`src/rtl/sort_pkg.sv`:
```
// Shared definitions for the 4-entry sorter and its stream-out stage.
// Element width, element count and FSM state encodings used for debug.
package sort_pkg;

    localparam int DIGIT  = 4;
    localparam int SORT_N = 4;

    // Stream-out FSM, one-hot
    typedef enum logic [1:0] {
        ST_IDLE = 2'b01,
        ST_SEND = 2'b10
    } stream_state_e;

    // Sorter FSM encodings, exported so debug tooling can decode both blocks
    typedef enum logic [2:0] {
        SRT_IDLE = 3'd0,
        SRT_LOAD = 3'd1,
        SRT_CMP  = 3'd2,
        SRT_SWAP = 3'd3,
        SRT_DONE = 3'd4
    } sorter_state_e;

endpackage

```
`src/rtl/edge_rise.sv`:
```
// Rising-edge detector: one flop of history, rise is combinational from din.
// Latency 0 (rise valid in the same cycle din goes high); no backpressure.
// Asynchronous active-low reset clears history so a level high after reset counts as an edge.
module edge_rise (
    input  logic clock,
    input  logic reset,
    input  logic din,
    output logic rise
);

    logic din_q;

    always_ff @(posedge clock or negedge reset) begin
        if (!reset) begin
            din_q <= 1'b0;
        end else begin
            din_q <= din;
        end
    end

    assign rise = din & ~din_q;

endmodule

```
`src/rtl/sort_stream_out.sv`:
```
// Streams a captured 4-entry sorter frame one element per valid/ready beat.
// Latency 1 from done rising to first element; data/last/valid held while out_ready is low.
// A done edge during a frame is dropped and flagged via sticky overrun, except on the final beat.
module sort_stream_out
    import sort_pkg::*;
#(
    parameter int DIGIT = sort_pkg::DIGIT
) (
    input  logic             clock,
    input  logic             reset,
    input  logic [DIGIT-1:0] s0,
    input  logic [DIGIT-1:0] s1,
    input  logic [DIGIT-1:0] s2,
    input  logic [DIGIT-1:0] s3,
    input  logic             done,
    input  logic             descend,
    input  logic             out_ready,
    input  logic             clear_overrun,
    output logic             out_valid,
    output logic [DIGIT-1:0] out_data,
    output logic             out_last,
    output logic             busy,
    output logic             overrun
);

    stream_state_e    state;
    logic [DIGIT-1:0] frame_buf [SORT_N];
    logic             dir;
    logic [1:0]       idx;

    logic             done_rise;
    logic             transfer;
    logic             final_xfer;
    logic             capture;
    logic             ovr_set;
    logic [1:0]       idx_nxt;
    logic [DIGIT-1:0] first_elem;
    logic [DIGIT-1:0] next_elem;

    edge_rise u_done_edge (
        .clock (clock),
        .reset (reset),
        .din   (done),
        .rise  (done_rise)
    );

    assign transfer   = out_valid & out_ready;
    assign final_xfer = (state == ST_SEND) & transfer & (idx == 2'd3);
    // The final beat frees the buffer, so an edge there starts the next frame back-to-back
    assign capture    = done_rise & ((state == ST_IDLE) | final_xfer);
    assign ovr_set    = done_rise & (state == ST_SEND) & ~final_xfer;

    assign idx_nxt    = idx + 2'd1;
    assign first_elem = descend ? s3 : s0;
    assign next_elem  = dir ? frame_buf[2'd3 - idx_nxt] : frame_buf[idx_nxt];

    always_ff @(posedge clock or negedge reset) begin
        if (!reset) begin
            state     <= ST_IDLE;
            for (int i = 0; i < SORT_N; i++) begin
                frame_buf[i] <= '0;
            end
            dir       <= 1'b0;
            idx       <= 2'd0;
            out_valid <= 1'b0;
            out_data  <= '0;
            out_last  <= 1'b0;
            busy      <= 1'b0;
            overrun   <= 1'b0;
        end else begin
            if (capture) begin
                frame_buf[0] <= s0;
                frame_buf[1] <= s1;
                frame_buf[2] <= s2;
                frame_buf[3] <= s3;
                dir          <= descend;
                idx          <= 2'd0;
                state        <= ST_SEND;
                out_valid    <= 1'b1;
                out_data     <= first_elem;
                out_last     <= 1'b0;
                busy         <= 1'b1;
            end else if (state == ST_SEND && transfer) begin
                if (idx == 2'd3) begin
                    state     <= ST_IDLE;
                    out_valid <= 1'b0;
                    out_last  <= 1'b0;
                    busy      <= 1'b0;
                end else begin
                    idx      <= idx_nxt;
                    out_data <= next_elem;
                    out_last <= (idx_nxt == 2'd3);
                end
            end

            // Set wins over a coincident clear
            if (ovr_set) begin
                overrun <= 1'b1;
            end else if (clear_overrun) begin
                overrun <= 1'b0;
            end
        end
    end

endmodule

```
`config.mk`:
```
export PLATFORM = sky130hd
export DESIGN_NAME = sort_stream_out
export DESIGN_NICKNAME = d
export VERILOG_FILES = /design/src/rtl/sort_pkg.sv /design/src/rtl/edge_rise.sv /design/src/rtl/sort_stream_out.sv
export SDC_FILE = /design/constraint.sdc
export NUM_CORES = 1
export LEC_CHECK = 0
export ABC_AREA = 1
export CAP_MARGIN = 25
export CORE_MARGIN = 2
export CORE_UTILIZATION = 40
export CTS_CLUSTER_DIAMETER = 150
export DETAILED_ROUTE_END_ITERATION = 10
export SKIP_CTS_REPAIR_TIMING = 1
export SYNTH_ARGS = -nofsm -noshare
export SYNTH_HDL_FRONTEND = slang
export SYNTH_SLANG_ARGS = --single-unit
```
`constraint.sdc`:
```
create_clock -name clock -period 2.1 [get_ports clock]
set_clock_uncertainty 0.15 [all_clocks]
set_input_delay 0.63 -clock clock [delete_from_list [all_inputs] [get_ports clock]]
set_output_delay 0.63 -clock clock [all_outputs]
set_load 0.02 [all_outputs]
```
==> results.txt <==
* Result of the run: complete, no violations
- Highest attainable clock frequency: 493 MHz
- Of the synthesized area, sequential elements account for 0.437.
- Delay-heaviest family, CP: buffers and inverters
- Type of the tightest min-delay check: reg2reg
- After legalization and detailed placement, the total HPWL measured 2530 um.
- Max-capacitance violation count: 0
* Leading cell types by total area after synthesis: sky130_fd_sc_hd__dfrtp_1 42%, sky130_fd_sc_hd__nand2_1 16%, sky130_fd_sc_hd__nand3_1 6.9%
- Counting tap cells, the placed design contains a total of 290 instances.
- For this block, the routed nets add up to 3420 um of wire.
* Worst Hold Depth: 2
- The analysis attributes to cell leakage a power of 1.07 nW.
- The die is 67.4 um tall.
- For the worst setup path, the data required time is 1320 ps.
- Setup violations remaining at the end of the flow were counted as 0.
- Layout-stage area growth over the synthesis result: 29.0%
* Count of clock tree sinks: 28
- Among all flip-flop cells after synthesis, the most frequent one is sky130_fd_sc_hd__dfrtp_1.
- Dividing the detail-routed wire length by the instance count gives 11.6 um.
- Across all layers, the routed design uses 1401 vias.
- Initial cell density of the core: 0.407
- For the pin with the worst max-slew slack, the measured transition is 371 ps.
- In this run, CTS created clock tree buffers numbering 3.
- The design draws 2.93 mW.
* Cell count along the critical path: 1
- Proportion of synthesized flip-flops having asynchronous set or reset: 1.00
- Cell type with the highest aggregate area in the netlist: sky130_fd_sc_hd__dfrtp_1
- Endpoints failing hold: 0
- The detail route stage leaves a number of antenna-violating nets equal to 0.
* Setup slack of the most critical reg-to-reg path: 330 ps
- From left edge to right edge, the die measures 67.4 um.
- Number of synthesized register bits: 28
- Buf/Inv on CP: 1
* FILL cells: 393
* Buffers on Ports: 29
- The worst path in the final design needs a cycle of 2030 ps, including I/O delays and setup.
- Post-synthesis cell type count: 26
* IR Drop Worst-Case VDD: 0.000555 V
- Sum of negative setup slack: 0 ps
- Final period utilization: 0.966
* Routability-driven placement congestion ratio: 0.807
* Total I/O pin count: 30
- In the routed layout, each cell is associated on average with a via count of 4.77.
- Number of buffers on the longest clock path: 2
- Post-Synthesis Mean Instance Area: 7.64 um2
- Clk Latency, worst-skew pair: 280 ps
- During synthesis, Yosys emitted a total of 0 warnings.
* Maximum single-stage delay on the critical path: 600 ps
- Overall Global Routing Usage: 0.182
- Top cells by instance count after synthesis: 70 x sky130_fd_sc_hd__nand2_1, 27 x sky130_fd_sc_hd__dfrtp_1, 24 x sky130_fd_sc_hd__inv_1, 22 x sky130_fd_sc_hd__nand3_1, 17 x sky130_fd_sc_hd__nor2_1
- In this run the core area contains 23 standard-cell rows.
* Worst relative slew slack: 0.752
- Post-Route Hold Slack: 339 ps
* Pin count of the biggest net entering global routing: 29
- TritonCTS built the clock tree.
* Number of global-route vias before repair: 1397
- Initial antenna violation count: 0
- Number of H-tree levels: 1
* Arrival @ worst endpoint: 1250 ps
* Global-route wire length before repair: 6250 um
- Diode count: 0
- Maximum fanout encountered on the critical timing path: 2
* Share of post-route cells with drive strength above 1: 0.156
* RSZ-0062 raised after global routing: false
* Clock input transition at the sequential cells of the worst setup and hold paths: 100 ps
- The floorplan step defined a core boundary enclosing 0.00394 mm2.
- Of the post-synthesis cell area, the dominant cell type holds 0.421.
* Initial drt markers: 84
- In the post-synthesis netlist, the cell with the most instances is sky130_fd_sc_hd__nand2_1.
- Counting every instance in the synthesized netlist gives 210.
* Post-synthesis instance area: 0.00161 mm2
- Type of the worst setup path: reg2out
- For this run, design rule violations remaining after detail routing come to 0.
- Final std cells w/o fill: 294
- Cell chain of the critical path: clkdlybuf4s50_1
- Final layout net count: 269
- The worst setup path is captured at an output pin.
* Number of detailed-route iterations in the first pass: 4
- In this run the power density over the cells is 1410 mW/mm2.
* CTS Root Cell: sky130_fd_sc_hd__clkbuf_8
- Depth of the worst register-to-register path: 9
* Mapped Nets: 234
- For this run the aggregate overflow at the end of global routing stands at 0.
- Number of pins exceeding their max-slew limit in the final report: 0
- The floorplan step defined a die boundary enclosing 0.00454 mm2.
- In this run, synthesis inferred 0 flip-flops with an integrated enable.
* Setup crit start kind: register
- Cell with the largest stage delay on the worst path: sky130_fd_sc_hd__clkdlybuf4s50_1
## cell usage in the layout, fill, tap and decap left out, types with 2 or more instances in the layout
cell,Yosys,routed
sky130_fd_sc_hd__a21oi_2,12,12
sky130_fd_sc_hd__buf_12,0,2
sky130_fd_sc_hd__buf_4,1,8
sky130_fd_sc_hd__clkbuf_8,0,3
sky130_fd_sc_hd__clkdlybuf4s50_1,0,26
sky130_fd_sc_hd__dfrtp_1,27,27
sky130_fd_sc_hd__dlymetal6s2s_1,0,3
sky130_fd_sc_hd__ha_1,2,2
sky130_fd_sc_hd__inv_1,24,24
sky130_fd_sc_hd__inv_2,2,2
sky130_fd_sc_hd__nand2_1,70,70
sky130_fd_sc_hd__nand2_2,2,2
sky130_fd_sc_hd__nand3_1,22,22
sky130_fd_sc_hd__nand4_1,3,3
sky130_fd_sc_hd__nor2_1,17,17
sky130_fd_sc_hd__o211ai_1,4,4
sky130_fd_sc_hd__o21ai_0,3,3
sky130_fd_sc_hd__o21ai_2,3,3
## power breakdown
| part | switching, mW | internal [mW] | total (mW) |
|---|---|---|---|
| Sequential | 0.142 | 0.790 | 0.932 |
| Clock | 0.174 | 0.256 | 0.430 |
| Combinational | 0.906 | 0.662 | 1.57 |
## stage by stage
stage          setup WS, ps  cell area [um2]   util
2_1_floorplan           154             1610      -
3_3_place_gp           32.1             1990  0.505
3_5_place_dp           23.3             1990  0.505
4_1_cts               -92.0             2060  0.523
5_1_grt                11.3             2070  0.525
6_report               72.4             2070  0.525
## logic make-up after synthesis
group	share of synthesized area
muxes	0.00701
buffers and inverters	0.104
DFF	0.437
AOI/OAI and AO/OA	0.122
adders and majority gates	0.0156
and+or+nand+nor	0.314
## metal layers
metal / routed length, um / global-route usage
met1: 1640 / 0.254
met2: 1580 / 0.291
met3: 121 / 0.0200
met4: 74 / 0.0714
met5: 0 / 0
## worst min-delay path, stage by stage, from the launching register on
cell	delay (ps)
sky130_fd_sc_hd__dfrtp_1	350
sky130_fd_sc_hd__nand2_1	60
sky130_fd_sc_hd__o21ai_2	50
## layout make-up
class	instances	area [um2]	share of cell area
multi-input combinational	146	736	0.355
sequential	28	702	0.339
timing repair buffer	39	398	0.192
inverter	27	101	0.0489
tap	50	62.6	0.0302
clock buffer	3	41.3	0.0199
clock inverter	1	30.0	0.0145
## state kept, by name, summed over array words and instances (netlist names)
register,flops
state,1
dir,1
out_data,4
busy,1
out_last,1
frame_buf,16
overrun,1
u_done_edge.din_q,1
idx,2
## worst paths after layout
check / startpoint / to
worst min-delay path: frame_buf[13] / frame_buf[13]
min in group asynchronous: reset / overrun
worst max-delay path: out_data[2] / out_data[2]
max in group asynchronous: reset / state[0]
worst max register to register: idx[0] / out_data[2]
worst min register to register: frame_buf[13] / frame_buf[13]
(Power assumes the default switching activity.)
